==> src/rtl/counter_display.sv <==
// Snapshots one selected 32-bit performance count and scans it out as eight
// hex digits on a time-multiplexed, active-low 7-segment display.
module counter_display #(
   parameter int unsigned DIV_W = 17,
   parameter bit          BLANK = 1'b1
) (
   input  logic        clk,
   input  logic        clr_n,
   input  logic [31:0] Count_cycle,
   input  logic [31:0] CountB,
   input  logic [31:0] CountJ,
   input  logic [1:0]  sel,
   input  logic        hold,
   output logic [7:0]  an,
   output logic [7:0]  seg
);

   localparam int unsigned CNT_W   = 32;
   localparam int unsigned IDX_W   = 3;
   localparam int unsigned NIB_W   = 4;
   localparam int unsigned DIGIT_N = 8;
   localparam int unsigned SEG_W   = 8;
   localparam int unsigned SH_W    = IDX_W + 2;

   localparam logic [IDX_W-1:0] LAST_IDX  = IDX_W'(DIGIT_N - 1);
   localparam logic [SEG_W-2:0] SEG_BLANK = '1;

   logic [DIV_W-1:0]   div_q, div_d;
   logic [IDX_W-1:0]   idx_q, idx_d;
   logic [CNT_W-1:0]   snap_q, snap_d;
   logic [DIGIT_N-1:0] an_q, an_d;
   logic [SEG_W-1:0]   seg_q, seg_d;

   logic [IDX_W-1:0]   nxt_idx_c;
   logic [SH_W-1:0]    shamt_c;
   logic [CNT_W-1:0]   upper_c;
   logic [CNT_W-1:0]   src_c;
   logic [NIB_W-1:0]   nib_c;
   logic               tick_c;
   logic               frame_end_c;
   logic               blank_c;
   logic               dp_n_c;

   // Active-low gfedcba pattern for one hex nibble
   function automatic logic [SEG_W-2:0] hex7(input logic [NIB_W-1:0] v);
      case (v)
         4'h0:    hex7 = 7'h40;
         4'h1:    hex7 = 7'h79;
         4'h2:    hex7 = 7'h24;
         4'h3:    hex7 = 7'h30;
         4'h4:    hex7 = 7'h19;
         4'h5:    hex7 = 7'h12;
         4'h6:    hex7 = 7'h02;
         4'h7:    hex7 = 7'h78;
         4'h8:    hex7 = 7'h00;
         4'h9:    hex7 = 7'h10;
         4'hA:    hex7 = 7'h08;
         4'hB:    hex7 = 7'h03;
         4'hC:    hex7 = 7'h46;
         4'hD:    hex7 = 7'h21;
         4'hE:    hex7 = 7'h06;
         default: hex7 = 7'h0E;
      endcase
   endfunction

   // Prescaler, digit scan, frame-boundary snapshot and digit decode
   always_comb begin
      div_d       = div_q + DIV_W'(1);
      idx_d       = idx_q;
      snap_d      = snap_q;
      an_d        = an_q;
      seg_d       = seg_q;
      src_c       = Count_cycle;

      tick_c      = &div_q;
      nxt_idx_c   = idx_q + IDX_W'(1);
      frame_end_c = tick_c && (idx_q == LAST_IDX);
      shamt_c     = {nxt_idx_c, 2'b00};
      upper_c     = snap_q >> shamt_c;
      nib_c       = upper_c[NIB_W-1:0];
      blank_c     = BLANK && (nxt_idx_c != '0) && (upper_c == '0);
      dp_n_c      = !((nxt_idx_c == '0) && hold);

      case (sel)
         2'b01:   src_c = CountB;
         2'b10:   src_c = CountJ;
         default: src_c = Count_cycle;
      endcase

      if (tick_c) begin
         idx_d = nxt_idx_c;
         an_d  = ~(DIGIT_N'(1) << nxt_idx_c);
         seg_d = {dp_n_c, blank_c ? SEG_BLANK : hex7(nib_c)};
      end

      // Digit 0 on this same edge still decodes the old snapshot
      if (frame_end_c && !hold) begin
         snap_d = src_c;
      end
   end

   always_ff @(posedge clk or negedge clr_n) begin
      if (!clr_n) begin
         div_q  <= '0;
         idx_q  <= '0;
         snap_q <= '0;
         an_q   <= '1;
         seg_q  <= '1;
      end else begin
         div_q  <= div_d;
         idx_q  <= idx_d;
         snap_q <= snap_d;
         an_q   <= an_d;
         seg_q  <= seg_d;
      end
   end

   assign an  = an_q;
   assign seg = seg_q;

endmodule

==> config.mk <==
export PLATFORM = sky130hd
export DESIGN_NAME = counter_display
export DESIGN_NICKNAME = d
export VERILOG_FILES = /design/src/rtl/counter_display.sv
export SDC_FILE = /design/constraint.sdc
export NUM_CORES = 1
export LEC_CHECK = 0
export ABC_AREA = 1
export BUFFER_PORTS_ARGS = -buffer_cell sky130_fd_sc_hd__buf_2
export CORE_ASPECT_RATIO = 0.5
export CORE_UTILIZATION = 35
export DETAILED_ROUTE_END_ITERATION = 10
export MAX_ROUTING_LAYER = met4
export PLACE_DENSITY = 0.65
export SYNTH_ARGS = -nofsm -noshare
export SYNTH_HDL_FRONTEND = slang
export SYNTH_SLANG_ARGS = --single-unit
==> constraint.sdc <==
create_clock -name clk -period 2.35 [get_ports clk]
set_input_delay 0.5875 -clock clk [delete_from_list [all_inputs] [get_ports clk]]
set_output_delay 0.5875 -clock clk [all_outputs]
set_load 0.01 [all_outputs]
==> results of run 1 <==
==> stage by stage <==
stage                     power [mW]  TNS (ns)  instance area, sq um  std cells  hold slack [ns]
after global routing            3.28     -4.24                  6230        869            0.288
after detailed placement        1.71    -0.640                  5190        818            0.471
after global placement          1.71         0                  5190        818            0.462
final                           3.15   -0.0175                  6230        869            0.250
after CTS                       3.12         0                  5780        857            0.266
after floorplan                 1.50    -0.302                  4240        540            0.292
==> worst max-delay path, stage by stage (launching register included) <==
cell and delay [ns]:
dfrtp_1 0.36, ha_2 0.19, nand3_2 0.08, nor3b_2 0.19, and2_4 0.17, nand4_1 0.12
inv_2 0.11, nand2_2 0.07, nor2_4 0.13, ha_4 0.16, nand2_4 0.06, nor2_4 0.11
buf_6 0.16, clkbuf_16 0.17, o21ai_2 0.06, o22ai_1 0.13
==> routing by layer <==
layer  GRT usage [%]  vias to the layer above  share of wire [%]
li1                -                     2179                  -
met1            31.3                     2118                 50
met5               -                        -                  0
met2            30.4                      158                 43
met4            6.76                        0                1.7
met3            4.07                       21                5.6
==> cell families (layout without fill, tap and decap cells) <==
kind of cell    after synthesis  after routing  share of synthesized area (%)
simple gates                249            249                           25.2
compound gates              120            120                           19.1
buf+inv                      74            244                           7.13
flops                        68             68                           41.1
fa+ha+maj                    16             16                           4.77
xor+xnor                     13             13                           2.72
==> area by class of cell <==
type | count | area, sq um | area share [%]
Inverter | 45 | 179 | 2.87
Tap cell | 159 | 199 | 3.19
Timing Repair Buffer | 183 | 1320 | 21.2
Clock inverter | 6 | 71.3 | 1.14
Multi-Input combinational cell | 398 | 2500 | 40.2
Clock buffer | 10 | 239 | 3.83
Sequential cell | 68 | 1720 | 27.6
==> what timing repair did <==
action | CTS | global route
pin swaps | 7 | 47
setup buffers | 20 | 12
setup endpoints to repair | 44 | 50
resized for setup | 15 | 115
gates cloned | 3 | 3
==> placed cells by master, fill, tap and decap left out, types with 2 or more instances in the layout <==
cell        count
nand2_1       125
buf_2         116
dfrtp_1        51
buf_4          46
nand3_1        44
inv_1          36
nor2_1         32
dfstp_2        16
o21ai_1        15
a221oi_1       15
o21ai_2        14
a21oi_1        14
nor2_4         12
clkbuf_16      12
o22ai_1        11
ha_1           11
a31oi_1        10
nand2_2         9
a21oi_2         9
a22o_1          9
buf_12          9
nand3_2         8
o211ai_1        8
inv_2           7
xnor2_1         7
xor2_1          6
a221o_1         6
buf_6           6
o21ai_0         4
nor2_2          4
ha_4            4
nand4_1         3
nand2_4         3
o22ai_2         3
nand3_4         2
and2_1          2
clkinvlp_4      2
inv_6           2
buf_16          2
==> report_power, final <==
group          internal [mW]  switching, mW
Clock                  0.859          0.547
Sequential              1.22         0.0346
Combinational          0.215          0.278
Total                   2.29          0.860
==> flip-flops by register name, indices dropped and copies added, names as in the netlist <==
name,cells
snap_q,32
idx_q,3
an,8
div_q,17
seg,8
==> worst max path at each step <==
| stage | from | to | slack (ns) | cells past startpoint |
|---|---|---|---|---|
| after floorplan | div_q[0] | snap_q[23] | -0.03 | 15 |
| after global placement | div_q[0] | snap_q[5] | 0.06 | 14 |
| after detailed placement | div_q[0] | snap_q[5] | -0.07 | 14 |
| after CTS | idx_q[1] | seg[2] | 0.01 | 15 |
| after global routing | div_q[0] | snap_q[12] | -0.16 | 15 |
| final | div_q[0] | snap_q[18] | -0.02 | 15 |
==> metrics.cfg, run 1 <==
[status]
status = finished, violations left
violations = setup timing

[detailed_routing]
drcViolationCount = 0
drtIter0Drc = 331
wl_per_cell_microns = 15.4
wl_microns = 13400
vias_per_cell = 5.15
drt_pass1_iterations = 5
vias = 4476
ant_nets = 0

[clocking]
ctsHoldBuffers = 0
clkSinkCount = 68
cts_tree = built
clkTransAtPathRegs_ns = 0.06
cts_buffers = 9
htree_levels = 3
clock_path_buffers = 2
root_buffer = clkbuf_16
clk_latency_ns = 0.34

[yosys]
syn-num-nets = 657
yosys_warnings = 0
ys_ff_latch = 68
synthTopCellsByCount = 133 x nand2_1, 53 x nand3_1, 52 x dfrtp_1
yosys-top-cells-area = dfrtp_1 31%, nand2_1 12%, dfstp_2 10%
ys.flop_type = dfrtp_1
syn_area_per_cell_sq_um = 7.76
syn_inst = 540
netlist-cell-type-count = 34
synth_top_area_cell = dfrtp_1
seq_area_frac_synth_pct = 41.1
synth_area_sq_mm = 0.00419
synth_top_area_share_pct = 31.0
async_reset_ff_share_pct = 100
synth_edf_count = 0
post-synth-top-count-cell = nand2_1

[setup_path]
crit_arrival_ns = 2.63
endpoint_kind = flip-flop
path_max_fanout = 8
cp-start-kind = flip-flop
r2r_start = div_q[0]
reg2reg_depth = 15
rrSetupSlack_ns = -0.02
crit_required_ns = 2.61
r2r_end = snap_q[18]
path_class = flip-flop to flip-flop

[grt]
gr-total-overflow = 0
grt_pass1_wl_microns = 20100
antenna_found_initial = 0
grt_max_degree = 27
grt_pass1_vias = 3989
grt_use_total_pct = 21.7

[timing]
rsz0062_at_grt = yes
finalHoldViolCount = 0
fin_skew_ns = 0.00504
slew_headroom_pct = 59.2
fin_ws_ns = -0.0175
min_period_over_period_pct = 101
finalSetupViolations = 1
drv_slew = 0
fmax_mhz = 422
min_period_ns = 2.37
tightest_slew_ns = 0.613

[power_and_ir_drop]
power_density_mw_per_mm2 = 506
p_leak_nw = 3.02
peakVddDrop_uv = 252

[final_layout]
area_growth_pct = 48.7
n_antenna_cell = 0
fin_util_pct = 55.1
nets = 822
drive_above_1_share_pct = 41.8
fillerInstances = 982

[die]
initial_utilization_pct = 37.0
fp.dieW_microns = 157
ios = 117
rows = 27
coreArea_sq_mm = 0.0113
chipHeight_microns = 79.4
dieArea_sq_mm = 0.0124

[placement]
port_buffers = 116
pre_cts_ws_ns = -0.0669
place_hpwl_microns = 9020
place_congestion = 0.908

[min_path]
hp-class = input pin to async pin

[job]
drv_cap = 0

Note: power is estimated with default switching activity, not from simulation.
==> inputs of run 2 (changes only) <==
--- a/config.mk
+++ b/config.mk
@@ -7,11 +7,13 @@
 export LEC_CHECK = 0
 export ABC_AREA = 1
 export BUFFER_PORTS_ARGS = -buffer_cell sky130_fd_sc_hd__buf_2
+export CAP_MARGIN = 15
 export CORE_ASPECT_RATIO = 0.5
-export CORE_UTILIZATION = 35
+export CORE_UTILIZATION = 49
+export CTS_BUF_LIST = sky130_fd_sc_hd__clkbuf_8
 export DETAILED_ROUTE_END_ITERATION = 10
 export MAX_ROUTING_LAYER = met4
-export PLACE_DENSITY = 0.65
+export PLACE_DENSITY = 0.85
 export SYNTH_ARGS = -nofsm -noshare
 export SYNTH_HDL_FRONTEND = slang
 export SYNTH_SLANG_ARGS = --single-unit
==> run 2 against run 1 <==
  * The flow still finishes with violations (setup timing)
  * Flip-flop and latch count unchanged
  * Wire length up 3.2%
  * Cell count down 6.2%
  * Worst setup slack worse by 0.12 ns
  * Core utilization up 18 points
  * Largest cell class unchanged
==> metrics.cfg, run 2 (synthesis results as in run 1) <==
[timing]
fin_skew_ns = 0.0104  ; was 0.00504 ns
slew_headroom_pct = 51.0  ; was 59.2%
min_period_ns = 2.49  ; was 2.37 ns
finalHoldViolCount = 0  ; unchanged
tightest_slew_ns = 0.735  ; was 0.613 ns
fin_ws_ns = -0.136  ; was -0.0175 ns
fmax_mhz = 402  ; was 422 MHz
min_period_over_period_pct = 106  ; was 101%
finalSetupViolations = 49  ; was 1
whs_ns = 0.202  ; was 0.250 ns
drv_slew = 0  ; unchanged
rsz0062_at_grt = yes  ; unchanged

[status]
status = finished, violations left  ; unchanged
violations = setup timing  ; unchanged

[power_and_ir_drop]
internal_power_mw = 2.02  ; was 2.29 mW
peakVddDrop_uv = 272  ; was 252 uV
p_clk_share_pct = 38.1  ; was 44.6%
switching_share_pct = 28.7  ; was 27.3%
power_density_mw_per_mm2 = 477  ; was 506 mW/mm^2
comb_power_share_pct = 17.9  ; was 15.6%
power_mw = 2.83  ; was 3.15 mW
p_sw_mw = 0.812  ; was 0.860 mW
p_leak_nw = 2.90  ; was 3.02 nW
power_frac_seq_pct = 44.0  ; was 39.7%

[final_layout]
area_growth_pct = 41.6  ; was 48.7%
fin_util_pct = 72.9  ; was 55.1%
regMostFlops = snap_q  ; unchanged
final_common_cell = nand2_1  ; unchanged
largest_reg_flops = 32  ; unchanged
top_regs = snap_q: 32 flops, div_q: 17 flops  ; unchanged
nets = 815  ; was 822
drive_above_1_share_pct = 40.5  ; was 41.8%
n_antenna_cell = 0  ; unchanged
stdcell_count = 815  ; was 869
final_cell_mix = 121 x nand2_1, 116 x buf_2, 51 x dfrtp_1, 46 x nand3_1, 41 x nor2_1  ; was 125 x nand2_1, 116 x buf_2, 51 x dfrtp_1, 46 x buf_4, 44 x nand3_1
fillerInstances = 583  ; was 982

[clocking]
cts_tree = built  ; unchanged
clock_path_buffers = 2  ; unchanged
root_buffer = clkbuf_8  ; was clkbuf_16
cts_buffers = 9  ; unchanged
htree_levels = 3  ; unchanged
clkTransAtPathRegs_ns = 0.08  ; was 0.06 ns
clk_latency_ns = 0.37  ; was 0.34 ns
clkSinkCount = 68  ; unchanged

[setup_path]
cp_slowest_cell = dfrtp_1  ; unchanged
rrSetupSlack_ns = -0.14  ; was -0.02 ns
crit_required_ns = 2.60  ; was 2.61 ns
cp-start-kind = flip-flop  ; unchanged
crit_arrival_ns = 2.73  ; was 2.63 ns
crit_top_cell = ha_2  ; was nor2_4
reg2reg_depth = 14  ; was 15
path_max_fanout = 5  ; was 8
path_class = flip-flop to flip-flop  ; unchanged
worstPathCellList = ha_2 -> nand3_2 -> nor3b_2 -> and2_1 -> nand4_1 -> inv_1 -> nand2_1 -> nor2_1 -> ha_2 -> nand2_4 -> nor2_4 -> buf_6 -> clkbuf_16 -> a31oi_4  ; was ha_2 -> nand3_2 -> nor3b_2 -> and2_4 -> nand4_1 -> inv_2 -> nand2_2 -> nor2_4 -> ha_4 -> nand2_4 -> nor2_4 -> buf_6 -> clkbuf_16 -> o21ai_2 -> o22ai_1
critPathMaxStageDelay_ns = 0.37  ; was 0.36 ns
endpoint_kind = flip-flop  ; unchanged

[job]
drv_cap = 0  ; unchanged

[detailed_routing]
drtIter0Drc = 409  ; was 331
drcViolationCount = 0  ; unchanged
wl_microns = 13800  ; was 13400 microns
vias = 4623  ; was 4476
drt_pass1_iterations = 5  ; unchanged
vias_per_cell = 5.67  ; was 5.15
ant_nets = 0  ; unchanged
wl_per_cell_microns = 17.0  ; was 15.4 microns

[grt]
grt_pass1_wl_microns = 19600  ; was 20100 microns
grt_use_total_pct = 29.8  ; was 21.7%
grt_max_degree = 27  ; unchanged
grt_pass1_vias = 3975  ; was 3989
antenna_found_initial = 0  ; unchanged
gr-total-overflow = 0  ; unchanged

[placement]
place_hpwl_microns = 8920  ; was 9020 microns
place_congestion = 0.925  ; was 0.908
dp.cells = 772  ; was 818
port_buffers = 116  ; unchanged
pre_cts_ws_ns = -0.152  ; was -0.0669 ns

[die]
chipHeight_microns = 67.4  ; was 79.4 microns
dieArea_sq_mm = 0.00895  ; was 0.0124 sq mm
initial_utilization_pct = 51.5  ; was 37.0%
rows = 23  ; was 27
coreArea_sq_mm = 0.00814  ; was 0.0113 sq mm
ios = 117  ; unchanged
fp.dieW_microns = 133  ; was 157 microns

[min_path]
hp-class = input pin to async pin  ; unchanged

[run 2: changes by cell type in the layout (fill, tap and decap cells not counted), moves of 7 or more]
cell | before | now
clkbuf_16 | 12 | 3
nor2_1 | 32 | 41
a31oi_1 | 10 | 2
buf_12 | 9 | 1
clkbuf_8 | 1 | 9
nor2_4 | 12 | 4
buf_6 | 6 | 13
[run 2: per-stage QoR]
stage          area, sq um  TNS, ns
5_1_grt               5940   -10.56
3_3_place_gp          5080        0
2_1_floorplan         4240   -0.302
4_1_cts               5550    -1.72
3_5_place_dp          5080    -2.96
6_report              5940    -3.72
[run 2: area by class of cell]
| cell class | count | area [sq um] | share of cell area, % |
|---|---|---|---|
| multi-input combinational | 398 | 2500 | 42.1 |
| sequential | 68 | 1720 | 29.0 |
| timing repair buffer | 176 | 1180 | 19.9 |
| inverter | 45 | 179 | 3.01 |
| tap | 112 | 140 | 2.36 |
| clock buffer | 9 | 124 | 2.09 |
| clock inverter | 7 | 91.3 | 1.54 |
[run 2: repair_timing]
| item | 4_1_cts | 5_1_grt |
|---|---|---|
| endpoints found under the setup margin | 45 | 49 |
| gates resized for setup | 28 | 85 |
| pin swaps | 10 | 19 |
| endpoints found under the hold margin | 0 | 0 |
| setup buffers | 12 | 14 |
| hold buffers | 0 | 0 |
| gates cloned | 4 | 4 |
[run 2: routing by layer]
metal,share of wire (%),up-vias,global-route usage (%)
li1,-,2152,-
met1,44,2202,41.0
met2,46,229,43.7
met3,8.1,40,6.31
met4,2.1,0,9.91
met5,0,-,-
[run 2: worst paths after layout]
kind | from | to
min reg2reg | an[0] | an[0]
max | div_q[1] | snap_q[0]
min | clr_n | idx_q[1]
min in group clk | Count_cycle[6] | snap_q[6]
max in group asynchronous | clr_n | seg[5]
max reg2reg | div_q[1] | snap_q[0]
[run 2: power groups by stage]
stage | Sequential (mW) | Combinational [mW] | Clock, mW
floorplan | 1.26 | 0.246 | 0
global placement | 1.26 | 0.428 | 0
detailed placement | 1.26 | 0.436 | 0
CTS | 1.24 | 0.444 | 1.08
global route | 1.25 | 0.557 | 1.12
finish | 1.25 | 0.507 | 1.08
[run 2: critical path: cells and delay by family (launching register included)]
kind                       cells  cell delay, ns
adders and majority gates      2            0.42
buffers and inverters          3            0.46
and+or+nand+nor                8            1.04
AOI/OAI and AO/OA              1            0.07
DFF                            1            0.37
